===== src/rtl/exec_pkg.sv =====
// Shared opcode/state encodings and instruction field positions for the
// exec_sequencer slice.
package exec_pkg;

    typedef enum logic [3:0] {
        OP_NOP  = 4'h0,
        OP_ADD  = 4'h1,
        OP_SUB  = 4'h2,
        OP_AND  = 4'h3,
        OP_OR   = 4'h4,
        OP_XOR  = 4'h5,
        OP_SLT  = 4'h6,
        OP_SHL  = 4'h7,
        OP_SHR  = 4'h8,
        OP_ADDI = 4'h9,
        OP_LI   = 4'hA
    } opcode_e;

    typedef enum logic [2:0] {
        S_IDLE,
        S_DECODE,
        S_EXEC,
        S_WB,
        S_HALT
    } state_e;

    localparam int unsigned OP_LSB = 12;
    localparam int unsigned RD_LSB = 9;
    localparam int unsigned RS_LSB = 6;
    localparam int unsigned RT_LSB = 3;

endpackage


===== src/rtl/exec_sequencer_alu8.sv =====
// Combinational 8-bit ALU: wrap-around arithmetic, carry/borrow flag and
// illegal-opcode detection for opcodes B-F.
module alu8
    import exec_pkg::*;
(
    input  logic [3:0] op,
    input  logic [7:0] a,
    input  logic [7:0] b,
    input  logic [7:0] imm,
    output logic [7:0] y,
    output logic       carry,
    output logic       illegal
);

    logic [7:0] imm6_sx;
    logic [8:0] sum;

    assign imm6_sx = {{2{imm[5]}}, imm[5:0]};

    always_comb begin
        y       = '0;
        carry   = 1'b0;
        illegal = 1'b0;
        sum     = '0;
        case (op)
            OP_NOP: ;
            OP_ADD: begin
                sum   = {1'b0, a} + {1'b0, b};
                y     = sum[7:0];
                carry = sum[8];
            end
            OP_SUB: begin
                y     = a - b;
                carry = (a < b);
            end
            OP_AND:  y = a & b;
            OP_OR:   y = a | b;
            OP_XOR:  y = a ^ b;
            OP_SLT:  y = {7'd0, ($signed(a) < $signed(b))};
            OP_SHL:  y = a << b[2:0];
            OP_SHR:  y = a >> b[2:0];
            OP_ADDI: begin
                sum   = {1'b0, a} + {1'b0, imm6_sx};
                y     = sum[7:0];
                carry = sum[8];
            end
            OP_LI:   y = imm;
            default: illegal = 1'b1;
        endcase
    end

endmodule


===== src/rtl/exec_sequencer.sv =====
// Four-state instruction sequencer around an external 8x8 register file:
// accept, read operands, execute, write back.
module exec_sequencer
    import exec_pkg::*;
#(
    parameter bit ILLEGAL_HALT = 1'b0
) (
    input  logic        clock,
    input  logic        reset,
    input  logic        instr_valid,
    output logic        instr_ready,
    input  logic [15:0] instr,
    output logic [2:0]  rf_read1,
    output logic [2:0]  rf_read2,
    input  logic [7:0]  rf_data1,
    input  logic [7:0]  rf_data2,
    output logic [2:0]  rf_write_reg,
    output logic [7:0]  rf_write_data,
    output logic        rf_reg_write,
    output logic        done,
    output logic [7:0]  result,
    output logic        zero,
    output logic        carry,
    output logic        illegal
);

    state_e      state_q, state_d;
    logic [15:0] instr_q, instr_d;
    logic [7:0]  alu_res_q, alu_res_d;
    logic        alu_c_q, alu_c_d;
    logic [7:0]  result_q, result_d;
    logic        zero_q, zero_d;
    logic        carry_q, carry_d;
    logic        illegal_q, illegal_d;

    logic [3:0]  op;
    logic [2:0]  rd;
    logic [7:0]  alu_y;
    logic        alu_carry;
    logic        alu_illegal;

    assign op = instr_q[OP_LSB +: 4];
    assign rd = instr_q[RD_LSB +: 3];

    // Read addresses come straight from the latched word, so they are held
    // stable from the accept edge through EXEC.
    assign rf_read1 = instr_q[RS_LSB +: 3];
    assign rf_read2 = instr_q[RT_LSB +: 3];

    assign result  = result_q;
    assign zero    = zero_q;
    assign carry   = carry_q;
    assign illegal = illegal_q;

    alu8 u_alu (
        .op      (op),
        .a       (rf_data1),
        .b       (rf_data2),
        .imm     (instr_q[7:0]),
        .y       (alu_y),
        .carry   (alu_carry),
        .illegal (alu_illegal)
    );

    always_ff @(posedge clock or negedge reset) begin
        if (!reset) begin
            state_q   <= S_IDLE;
            instr_q   <= '0;
            alu_res_q <= '0;
            alu_c_q   <= 1'b0;
            result_q  <= '0;
            zero_q    <= 1'b0;
            carry_q   <= 1'b0;
            illegal_q <= 1'b0;
        end else begin
            state_q   <= state_d;
            instr_q   <= instr_d;
            alu_res_q <= alu_res_d;
            alu_c_q   <= alu_c_d;
            result_q  <= result_d;
            zero_q    <= zero_d;
            carry_q   <= carry_d;
            illegal_q <= illegal_d;
        end
    end

    // Write-port outputs are decoded from state so an async reset drops
    // rf_reg_write immediately and aborts a write in flight.
    always_comb begin
        state_d       = state_q;
        instr_d       = instr_q;
        alu_res_d     = alu_res_q;
        alu_c_d       = alu_c_q;
        result_d      = result_q;
        zero_d        = zero_q;
        carry_d       = carry_q;
        illegal_d     = illegal_q;
        instr_ready   = 1'b0;
        done          = 1'b0;
        rf_write_reg  = '0;
        rf_write_data = '0;
        rf_reg_write  = 1'b0;
        case (state_q)
            S_IDLE: begin
                instr_ready = 1'b1;
                if (instr_valid) begin
                    instr_d = instr;
                    state_d = S_DECODE;
                end
            end
            S_DECODE: state_d = S_EXEC;
            S_EXEC: begin
                alu_res_d = alu_y;
                alu_c_d   = alu_carry;
                if (alu_illegal || (op == OP_NOP)) begin
                    done      = 1'b1;
                    result_d  = alu_y;
                    zero_d    = (alu_y == '0);
                    carry_d   = alu_carry;
                    illegal_d = alu_illegal;
                    state_d   = (alu_illegal && ILLEGAL_HALT) ? S_HALT : S_IDLE;
                end else begin
                    state_d = S_WB;
                end
            end
            S_WB: begin
                rf_write_reg  = rd;
                rf_write_data = alu_res_q;
                rf_reg_write  = (rd != '0);
                done          = 1'b1;
                result_d      = alu_res_q;
                zero_d        = (alu_res_q == '0);
                carry_d       = alu_c_q;
                illegal_d     = 1'b0;
                state_d       = S_IDLE;
            end
            S_HALT: ;
            default: state_d = S_IDLE;
        endcase
    end

endmodule


===== config.mk =====
export PLATFORM = sky130hd
export DESIGN_NAME = exec_sequencer
export DESIGN_NICKNAME = d
export VERILOG_FILES = /design/src/rtl/exec_pkg.sv /design/src/rtl/exec_sequencer_alu8.sv /design/src/rtl/exec_sequencer.sv
export SDC_FILE = /design/constraint.sdc
export NUM_CORES = 1
export LEC_CHECK = 0
export ABC_AREA = 1
export CORE_ASPECT_RATIO = 1.75
export CORE_MARGIN = 5
export CORE_UTILIZATION = 35
export DETAILED_ROUTE_END_ITERATION = 10
export HOLD_SLACK_MARGIN = 0.05
export PLACE_DENSITY_LB_ADDON = 0.3
export SLEW_MARGIN = 0
export SYNTH_ARGS = -nofsm -noshare
export SYNTH_HDL_FRONTEND = slang
export SYNTH_HIERARCHICAL = 1
export SYNTH_SLANG_ARGS = --single-unit
export TNS_END_PERCENT = 50

===== constraint.sdc =====
create_clock -name clock -period 2.57 [get_ports clock]
set_input_delay 0.514 -clock clock [delete_from_list [all_inputs] [get_ports clock]]
set_output_delay 0.514 -clock clock [all_outputs]
set_load 0.01 [all_outputs]

==> impl_metrics.toml <==
[die]
die_height_um = 153
die_x_um = 91.5
floorplan.rows = 52
start_util_pct = 35.5
fp.dieArea_mm2 = 0.0140
core-area_mm2 = 0.0115
io-pin-count = 66

[sta]
transition_at_the_pin_with_the_smallest_max_transition_slack_ns = 0.849
fmax_mhz = 417
finalCritPeriodShare_pct = 93.3
finalMaxSlewViolations = 0
fin_worst_skew_ns = 0.00459
hold_viol = 0
worst_slew_margin_pct = 43.4
post-route-min-period_ns = 2.40
setup_ws_ns = 0.173
final.setup.tns_ns = 0
timing.final.setup_violations = 0

[setup_path]
crit_path_end = "zero"
crit_start = "rf_data1[7]"
reg2reg_setup_slack_ns = 0.25
r2r.worst_path.cells = 16
worst_setup_path_end_kind = "flop"
critical_path_arrival_ns = 2.62
r2r-start = "instr_q[0]"
r2r_end = "zero"
worst-setup-path-type = "in2reg"
critPathMaxFanout = 6
crit_required_ns = 2.79
timing.critical_path.from_type = "input port"

[power_and_ir_drop]
pwr-share-comb_pct = 65.5
peakVddDrop_mv = 0.829
switching_share_pct = 47.5
p_total_mw = 4.98
leakagePower_nw = 3.02
clockPowerShare_pct = 12.7
netSwitchingPower_mw = 2.36
cellPowerDensity_mw_per_mm2 = 882
power.internal_mw = 2.62
sequentialPowerShare_pct = 21.8

[global_route]
grt.total_usage_pct = 20.4
grt_first_pass_wirelength_mm = 23.3
overflow = 0
first_global_vias = 4749
grt_antenna_before_repair = 0
grt_start_max_net_pins = 39

[clock_tree]
htree_num_levels = 2
postCtsHoldBufs = 0
max-clock-path-buffers = 2
insertion_delay_ns = 0.28
cts_tree = "built"
cts.sinks = 38
numCtsBuffers = 5
cts_root_buf = "sky130_fd_sc_hd__clkbuf_16"
clock_transition_at_the_registers_of_the_reported_paths_ns = 0.06

[run]
drv.max_cap_violation_count = 0

[cells_and_area]
layout.cells.most_common = "sky130_fd_sc_hd__nand2_1"
post_layout_nonfiller_instances = 943
drive_gt1_share_pct = 17.2
insertedDiodeCount = 0
area_of_all_placed_cells_without_fillers_mm2 = 0.00565
fillerInstances = 1154
most-common-layout-cells = "256 x sky130_fd_sc_hd__nand2_1, 74 x sky130_fd_sc_hd__inv_1, 71 x sky130_fd_sc_hd__nor2_1"
nNetsFinal = 878
layout-area-overhead-vs-synth_pct = 39.0

[route]
wl_per_cell_um = 15.4
drt-total-wl_mm = 14.6
drcViolationCount = 0
final_antenna_net_count = 0
drt-vias-per-instance = 5.05
detail_route.iter0.violations = 234
vias_after_detailed_routing = 4762
drt_pass1_iterations = 7

[logic_synthesis]
synth.ff_latch_count = 38
synthesis.area_per_instance_um2 = 5.93
ys_seq_area_share_pct = 23.4
async_set_or_reset_flop_fraction_in_the_synthesized_netlist_pct = 100
yosysWarningCount = 6
synth.net_count = 757
netlist-cell-type-count = 34
post_synth_edffs = 0
netlist_instances = 686
ys_dominant_reg_cell = "sky130_fd_sc_hd__dfrtp_1"
syn-cell-area_mm2 = 0.00407

[placement]
preCtsSetupSlack_ns = -0.456
gp_congestion = 0.976
count_of_buffers_inserted_at_the_top_level_ports = 65
place.detailed.hpwl_mm = 11.8
placedCellCount = 929
dpl-instance-area_mm2 = 0.00524

[worst_hold_path]
min-delay-path-class = "in2async"

[status]
status = "finished clean"
routing by layer:
metal	vias up	wire (um)	global-route usage, %
li1	2388	-	-
met1	2173	5260	21.3
met2	147	7640	38.0
met3	54	587	1.73
met4	0	1070	13.0
met5	-	0	0
state kept, by name, summed over array words and instances, names as in the netlist:
name / cells
alu_c_q: 1
instr_q: 16
illegal: 1
state_q: 2
carry: 1
alu_res_q: 8
result: 8
zero: 1
what timing repair did:
item	CTS	global route
pin swaps	1	13
endpoints found under the setup margin	10	12
resized for setup	9	63
gates cloned	0	0
buffers inserted	0	6
cells in the mapped netlist, types with 3 or more instances:
cell / count / area, um^2
sky130_fd_sc_hd__nand4_1: 8 / 50.1
sky130_fd_sc_hd__buf_4: 8 / 60.1
sky130_fd_sc_hd__nand2_2: 3 / 18.8
sky130_fd_sc_hd__ha_1: 33 / 413
sky130_fd_sc_hd__a21oi_1: 26 / 130
sky130_fd_sc_hd__buf_2: 14 / 70.1
sky130_fd_sc_hd__dfrtp_1: 38 / 951
sky130_fd_sc_hd__nand3_1: 65 / 325
sky130_fd_sc_hd__fa_1: 3 / 60.1
sky130_fd_sc_hd__and2_1: 4 / 25.0
sky130_fd_sc_hd__inv_1: 84 / 315
sky130_fd_sc_hd__o21ai_1: 10 / 50.1
sky130_fd_sc_hd__nand3b_1: 3 / 22.5
sky130_fd_sc_hd__nor2_1: 77 / 289
sky130_fd_sc_hd__nand2_1: 260 / 976
sky130_fd_sc_hd__o22ai_1: 3 / 18.8
sky130_fd_sc_hd__o21ai_0: 23 / 115
sky130_fd_sc_hd__nor2_4: 3 / 33.8
power groups by stage:
| stage | clock (mW) | combinational, mW | sequential [mW] |
|---|---|---|---|
| detailed placement | 0 | 3.12 | 1.09 |
| global placement | 0 | 3.08 | 1.08 |
| finish | 0.631 | 3.26 | 1.09 |
| CTS | 0.638 | 3.14 | 1.08 |
| floorplan | 0 | 1.90 | 1.05 |
| global route | 0.668 | 3.64 | 1.12 |
worst min path at each step:
stage,start,to,cells after the start
floorplan,reset,alu_c_q,0
global placement,alu_c_q,alu_c_q,2
detailed placement,result[1],result[1],2
CTS,reset,alu_res_q[3],1
global route,reset,result[7],1
finish,reset,alu_res_q[5],1
worst max-delay path, cell delays in order:
cell and delay (ns):
sky130_fd_sc_hd__clkdlybuf4s50_1 0.48, sky130_fd_sc_hd__buf_4 0.21, sky130_fd_sc_hd__ha_1 0.21, sky130_fd_sc_hd__nand3_1 0.08, sky130_fd_sc_hd__nand2_1 0.09, sky130_fd_sc_hd__nor2_4 0.16
sky130_fd_sc_hd__nand2_1 0.07, sky130_fd_sc_hd__nor2_1 0.13, sky130_fd_sc_hd__nand2_2 0.12, sky130_fd_sc_hd__inv_1 0.07, sky130_fd_sc_hd__nand2_1 0.08, sky130_fd_sc_hd__nor2_1 0.09
sky130_fd_sc_hd__and2_1 0.13, sky130_fd_sc_hd__nand2_1 0.05, sky130_fd_sc_hd__nand2_1 0.06, sky130_fd_sc_hd__nand2_1 0.05, sky130_fd_sc_hd__nand2_1 0.05
per-stage QoR:
step,util [%],hold WS [ns]
floorplan,-,0.218
global placement,45.7,0.462
detailed placement,45.7,0.466
CTS,47.1,0.370
global route,49.3,0.422
finish,49.3,0.335
final cells by class:
class	count	area (um^2)	area share, %
Multi-Input combinational cell	536	2830	50.1
Timing Repair Buffer	139	1230	21.7
Sequential cell	38	951	16.8
Inverter	87	328	5.80
Tap cell	135	169	2.99
Clock buffer	7	143	2.52
Clock inverter	1	5.00	0.0886
cell families after synthesis:
family          count (synthesis)  synth area share [%]
fa+ha+maj                      36                  11.6
simple gates                  427                  43.4
compound gates                 71                  9.36
buf+inv                       112                  11.8
flops                          38                  23.4
xor+xnor                        2                 0.431
(Power assumes the default switching activity.)
==> variant 1: new RTL, same flow settings <==
`RS_LSB`: 6 -> 3.
--- a/src/rtl/exec_pkg.sv
+++ b/src/rtl/exec_pkg.sv
@@ -26,7 +26,7 @@
 
     localparam int unsigned OP_LSB = 12;
     localparam int unsigned RD_LSB = 9;
-    localparam int unsigned RS_LSB = 6;
+    localparam int unsigned RS_LSB = 3;
     localparam int unsigned RT_LSB = 3;
 
 endpackage
Function: changed (Yosys sat finds a counterexample within 4 cycles, from zero or initial values and one cycle with reset low).
==> variant 1 against the original RTL <==
- cell area is 0.71% higher
- wire length is 0.15% higher
- global-route usage is 0.18 points higher
- synthesized area is 0.92% lower
- count of clock-buffer cells in the layout is 1 lower
- utilization is 0.35 points higher
- register-to-register slack better by 0.07 ns
- setup slack worse by 0.046 ns
- power is 1.8% higher
- sequential cell count is 1 lower
- clock power is 14% higher
- critical endpoint unchanged
==> variant 1: results (changes against the original RTL) <==
[metrics] run status: complete, no violations
[metrics] number of fill cells: 1180 (+2.3%)
[metrics] placed wire-length estimate after detailed placement: 12200 um (+3.0%)
[metrics] internal power: 0.00272 W (+4.1%)
[metrics] via count of the first global-routing pass: 4764 (+0.32%)
[metrics] first-pass detailed-route iteration total: 4 (-3)
[metrics] Cell Pwr Density: 891 nW/um^2 (+1.1%)
[metrics] logic gate share of total power: 65.0% (-0.5 points)
[metrics] pin count of the biggest net entering global routing: 38 (-2.6%)
[metrics] sequential-to-total area share from yosys stat: 23.0% (-0.40 points)
[metrics] cell types with the highest counts after synthesis: sky130_fd_sc_hd__nand2_1, sky130_fd_sc_hd__inv_1, sky130_fd_sc_hd__nor2_1
[metrics] average vias per placed instance: 4.99 (-1.2%)
[metrics] wire length on met3: 307 um (-48%)
[metrics] met2 usage: 41.5% (+3.5 points)
[metrics] placer's final routability congestion estimate: 0.892 (-8.6%)
[metrics] Setup Skew: 0.00689 ns (+0.00230 ns)
[metrics] Nets: 882 (+0.46%)
[metrics] layout cell share with drive strength beyond 1: 17.9% (+0.65 points)
[metrics] Syn Nets: 752 (-0.66%)
[metrics] Synth area leaders: sky130_fd_sc_hd__nand2_1, sky130_fd_sc_hd__dfrtp_1, sky130_fd_sc_hd__ha_1
[metrics] P_leak: 3.06 nW (+1.2%)
[metrics] Tot GR Track Use: 20.6% (+0.18 points)
[metrics] wire length on met1: 5120 um (-2.8%)
[metrics] Met2 Routed Length: 8290 um (+8.6%)
[metrics] normalized max-slew margin: 45.5% (+2.1 points)
[metrics] final wirelength: 14600 um (+0.15%)
[metrics] proportion of power drawn by flip-flops and latches: 20.7% (-1.1 points)
[metrics] met3 track demand over resource in global routing: 1.39% (-0.34 points)
[metrics] iteration-0 DRC count of the detailed router: 207 (-12%)
[metrics] IR Drop Worst-Case VDD: 0.764 mV (-7.8%)
[variant 1: layout make-up]
class	count	area [sq um]	share of cell area (%)
inverter	87	328	5.76
timing repair buffer	147	1290	22.7
tap	135	169	2.97
clock buffer	6	139	2.44
sequential	37	926	16.3
clock inverter	2	37.5	0.660
multi-input combinational	533	2800	49.2
[variant 1: path summary, 6_finish.rpt]
check	start	end	slack, ns	depth (start not counted)
worst max-delay path	rf_data2[5]	zero$_DFFE_PN0P_	0.13	16
worst min-delay path	reset	instr_q[6]$_DFFE_PN0P_	0.32	1
worst max register to register	instr_q[0]$_DFFE_PN0P_	zero$_DFFE_PN0P_	0.32	16
min in group clock	result[4]$_DFFE_PN0P_	result[4]$_DFFE_PN0P_	0.48	2
worst min register to register	result[4]$_DFFE_PN0P_	result[4]$_DFFE_PN0P_	0.48	2
max in group asynchronous	reset	alu_res_q[2]$_DFFE_PN0P_	1.72	1
[variant 1: logic make-up after synthesis]
| group | Yosys count | synth area share, % |
|---|---|---|
| AO/OA/AOI/OAI | 71 | 9.44 |
| XOR/XNOR | 2 | 0.435 |
| adder cells (fa/ha/maj) | 36 | 11.7 |
| buffers and inverters | 111 | 11.8 |
| flip-flops | 37 | 23.0 |
| AND/OR/NAND/NOR | 424 | 43.6 |
[variant 1: critical path: cells and delay by family]
family                     cells  cell delay (ns)
adders and majority gates      1             0.21
buffers and inverters          3             0.72
and+or+nand+nor               10             0.76
AOI/OAI and AO/OA              2             0.41
[variant 1: stage by stage]
stage	worst slack [ns]	instance area, sq um	util (%)	cells
2_1_floorplan	0.277	4030	-	681
3_3_place_gp	-0.387	5290	46.2	937
3_5_place_dp	-0.418	5290	46.2	937
4_1_cts	0.0122	5510	48.1	945
5_1_grt	-0.0102	5690	49.7	947
6_report	0.127	5690	49.7	947
==> variant 2: new RTL, config.mk and constraints unchanged <==
Without the edit above. Encoding of `state_e`: now one-hot (5 bits for 5 states).
--- a/src/rtl/exec_pkg.sv
+++ b/src/rtl/exec_pkg.sv
@@ -16,12 +16,12 @@
         OP_LI   = 4'hA
     } opcode_e;
 
-    typedef enum logic [2:0] {
-        S_IDLE,
-        S_DECODE,
-        S_EXEC,
-        S_WB,
-        S_HALT
+    typedef enum logic [4:0] {
+        S_IDLE   = 5'b00001,
+        S_DECODE = 5'b00010,
+        S_EXEC   = 5'b00100,
+        S_WB     = 5'b01000,
+        S_HALT   = 5'b10000
     } state_e;
 
     localparam int unsigned OP_LSB = 12;
Behaviour: same outputs for any inputs over 10 cycles, from zero or initial values and one cycle with reset low; not proved beyond that.
==> variant 2 against the original RTL <==
- sequential share of layout area is essentially flat
- fmax shrank 4.0%
- cell area up 5.1%
- final cell count grew 4.7%
- wire length is 3.0% higher
- synthesized area up 5.8%
- combinational power down 9.8%
- power decreased by 4.5%
- setup slack worse by 0.10 ns
- sequential power is 12% higher
- sequential cell count grew 2
- clock skew hardly changed
- critical path type is now register to primary output
==> variant 2: results (changes against the original RTL) <==
[metrics] run status: complete, no violations
[metrics] placed wire-length estimate after detailed placement: 12200 um (+3.2%)
[metrics] IR Drop Worst-Case VDD: 0.280 mV (-66%)
[metrics] Reg2Reg Depth: 14 (-2)
[metrics] final hold slack: 0.362 ns (+0.0265 ns)
[metrics] Setup Skew: 0.00476 ns (+0.000166 ns)
[metrics] average vias per placed instance: 4.83 (-4.4%)
[metrics] Tot GR Track Use: 20.2% (-0.18 points)
[metrics] Synth area leaders: sky130_fd_sc_hd__dfrtp_1, sky130_fd_sc_hd__nand2_1, sky130_fd_sc_hd__ha_1
[metrics] sequential-to-total area share from yosys stat: 23.3% (-0.087 points)
[metrics] layout cell share with drive strength beyond 1: 21.9% (+4.7 points)
[metrics] first-pass detailed-route iteration total: 4 (-3)
[metrics] Syn Nets: 769 (+1.6%)
[metrics] setup slack at placement: -0.473 ns (-0.0168 ns)
[metrics] cell types with the highest counts after synthesis: sky130_fd_sc_hd__nand2_1, sky130_fd_sc_hd__inv_1, sky130_fd_sc_hd__nor2_1
[metrics] logic gate share of total power: 61.9% (-3.6 points)
[metrics] proportion of power drawn by flip-flops and latches: 25.6% (+3.8 points)
[metrics] final wirelength: 15000 um (+3.0%)
[metrics] Synth cell types: 39 (+15%)
[metrics] power of the combinational group: 0.00294 W (-9.8%)
[metrics] arrival time reported for the critical path endpoint: 1.98 ns (-0.64 ns)
[metrics] average cell area after synthesis: 6.16 sq um (+4.0%)
[metrics] first-pass GRT wire length: 23200 um (-0.39%)
[metrics] number of fill cells: 1301 (+13%)
[metrics] pin count of the biggest net entering global routing: 41 (+5.1%)
[metrics] P_leak: 3.12 nW (+3.2%)
[metrics] setup slack of the worst register-to-register path: 0.30 ns (+0.05 ns)
[metrics] placer's final routability congestion estimate: 0.993 (+1.7%)
[metrics] via count of the first global-routing pass: 4764 (+0.32%)
[metrics] normalized max-slew margin: 37.9% (-5.5 points)
[metrics] Nets: 892 (+1.6%)
[metrics] internal power: 0.00252 W (-3.6%)
[metrics] iteration-0 DRC count of the detailed router: 189 (-19%)
-- variant 2: cell types whose count changed after synthesis, sizes merged, moves of 2 or more --
| cell | change |
|---|---|
| nand2 | -16 |
| a21oi | -5 |
| and2 | -2 |
| nor2 | +7 |
| inv | +15 |
| buf | +2 |
| o211ai | +2 |
| o21ai | +3 |
| nand3 | +6 |
-- variant 2: layout make-up --
cell class                      instances  share of cell area [%]
Timing Repair Buffer                  141                    21.0
Clock inverter                          1                  0.0843
Sequential cell                        40                    16.9
Multi-Input combinational cell        532                    49.9
Inverter                              101                    6.38
Clock buffer                            7                    2.23
Tap cell                              165                    3.48
-- variant 2: what timing repair did --
action | in CTS | in global routing
cloned | 0 | 1
resized for setup | 14 | 64
pin swaps | 6 | 17
buffers inserted | 0 | 3
setup endpoints to repair | 6 | 14
hold buffers | 0 | 0
-- variant 2: worst max-delay path, stage by stage, from the launching register on --
cell	delay [ns]
sky130_fd_sc_hd__dfrtp_1	0.51
sky130_fd_sc_hd__inv_2	0.10
sky130_fd_sc_hd__a21oi_1	0.19
sky130_fd_sc_hd__inv_1	0.08
sky130_fd_sc_hd__nand2_1	0.13
sky130_fd_sc_hd__nand2_4	0.08
sky130_fd_sc_hd__nand2_2	0.07
sky130_fd_sc_hd__clkdlybuf4s50_1	0.54
-- variant 2: layer usage --
layer / part of all wire [%] / GRT usage [%] / up-vias / wire length, um
met1: 36 / 20.0 / 2172 / 5340
met4: 6.9 / 13.2 / 0 / 1030
li1: - / - / 2424 / -
met5: 0 / 0 / - / 0
met3: 2.6 / 1.01 / 52 / 390
met2: 55 / 39.4 / 118 / 8230
-- variant 2: logic make-up after synthesis --
family / Yosys count / share of synthesized area (%)
adder cells (fa/ha/maj): 36 / 11.0
XOR/XNOR: 1 / 0.204
AND/OR/NAND/NOR: 422 / 43.0
AO/OA/AOI/OAI: 72 / 9.40
buffers and inverters: 127 / 13.1
flip-flops: 40 / 23.3
-- variant 2: metrics by stage --
step	instance area (sq um)	cells
2_1_floorplan	4300	698
3_3_place_gp	5520	975
3_5_place_dp	5520	975
4_1_cts	5690	983
5_1_grt	5940	987
6_report	5940	987
-- variant 2: how the worst max path moves through the flow --
| stage | from | endpoint | slack [ns] | cells after the start |
|---|---|---|---|---|
| 3_5_place_dp | rf_data1[0] | zero$_DFFE_PN0P_ | -0.47 | 15 |
| 2_1_floorplan | rf_data2[1] | zero$_DFFE_PN0P_ | 0.27 | 17 |
| 4_1_cts | rf_data1[3] | result[5]$_DFFE_PN0P_ | 0.006 | 14 |
| 3_3_place_gp | rf_data1[3] | result[5]$_DFFE_PN0P_ | -0.40 | 14 |
| 5_1_grt | rf_data1[7] | zero$_DFFE_PN0P_ | 0.001 | 16 |
| 6_report | instr_q[14]$_DFFE_PN0P_ | done | 0.07 | 7 |
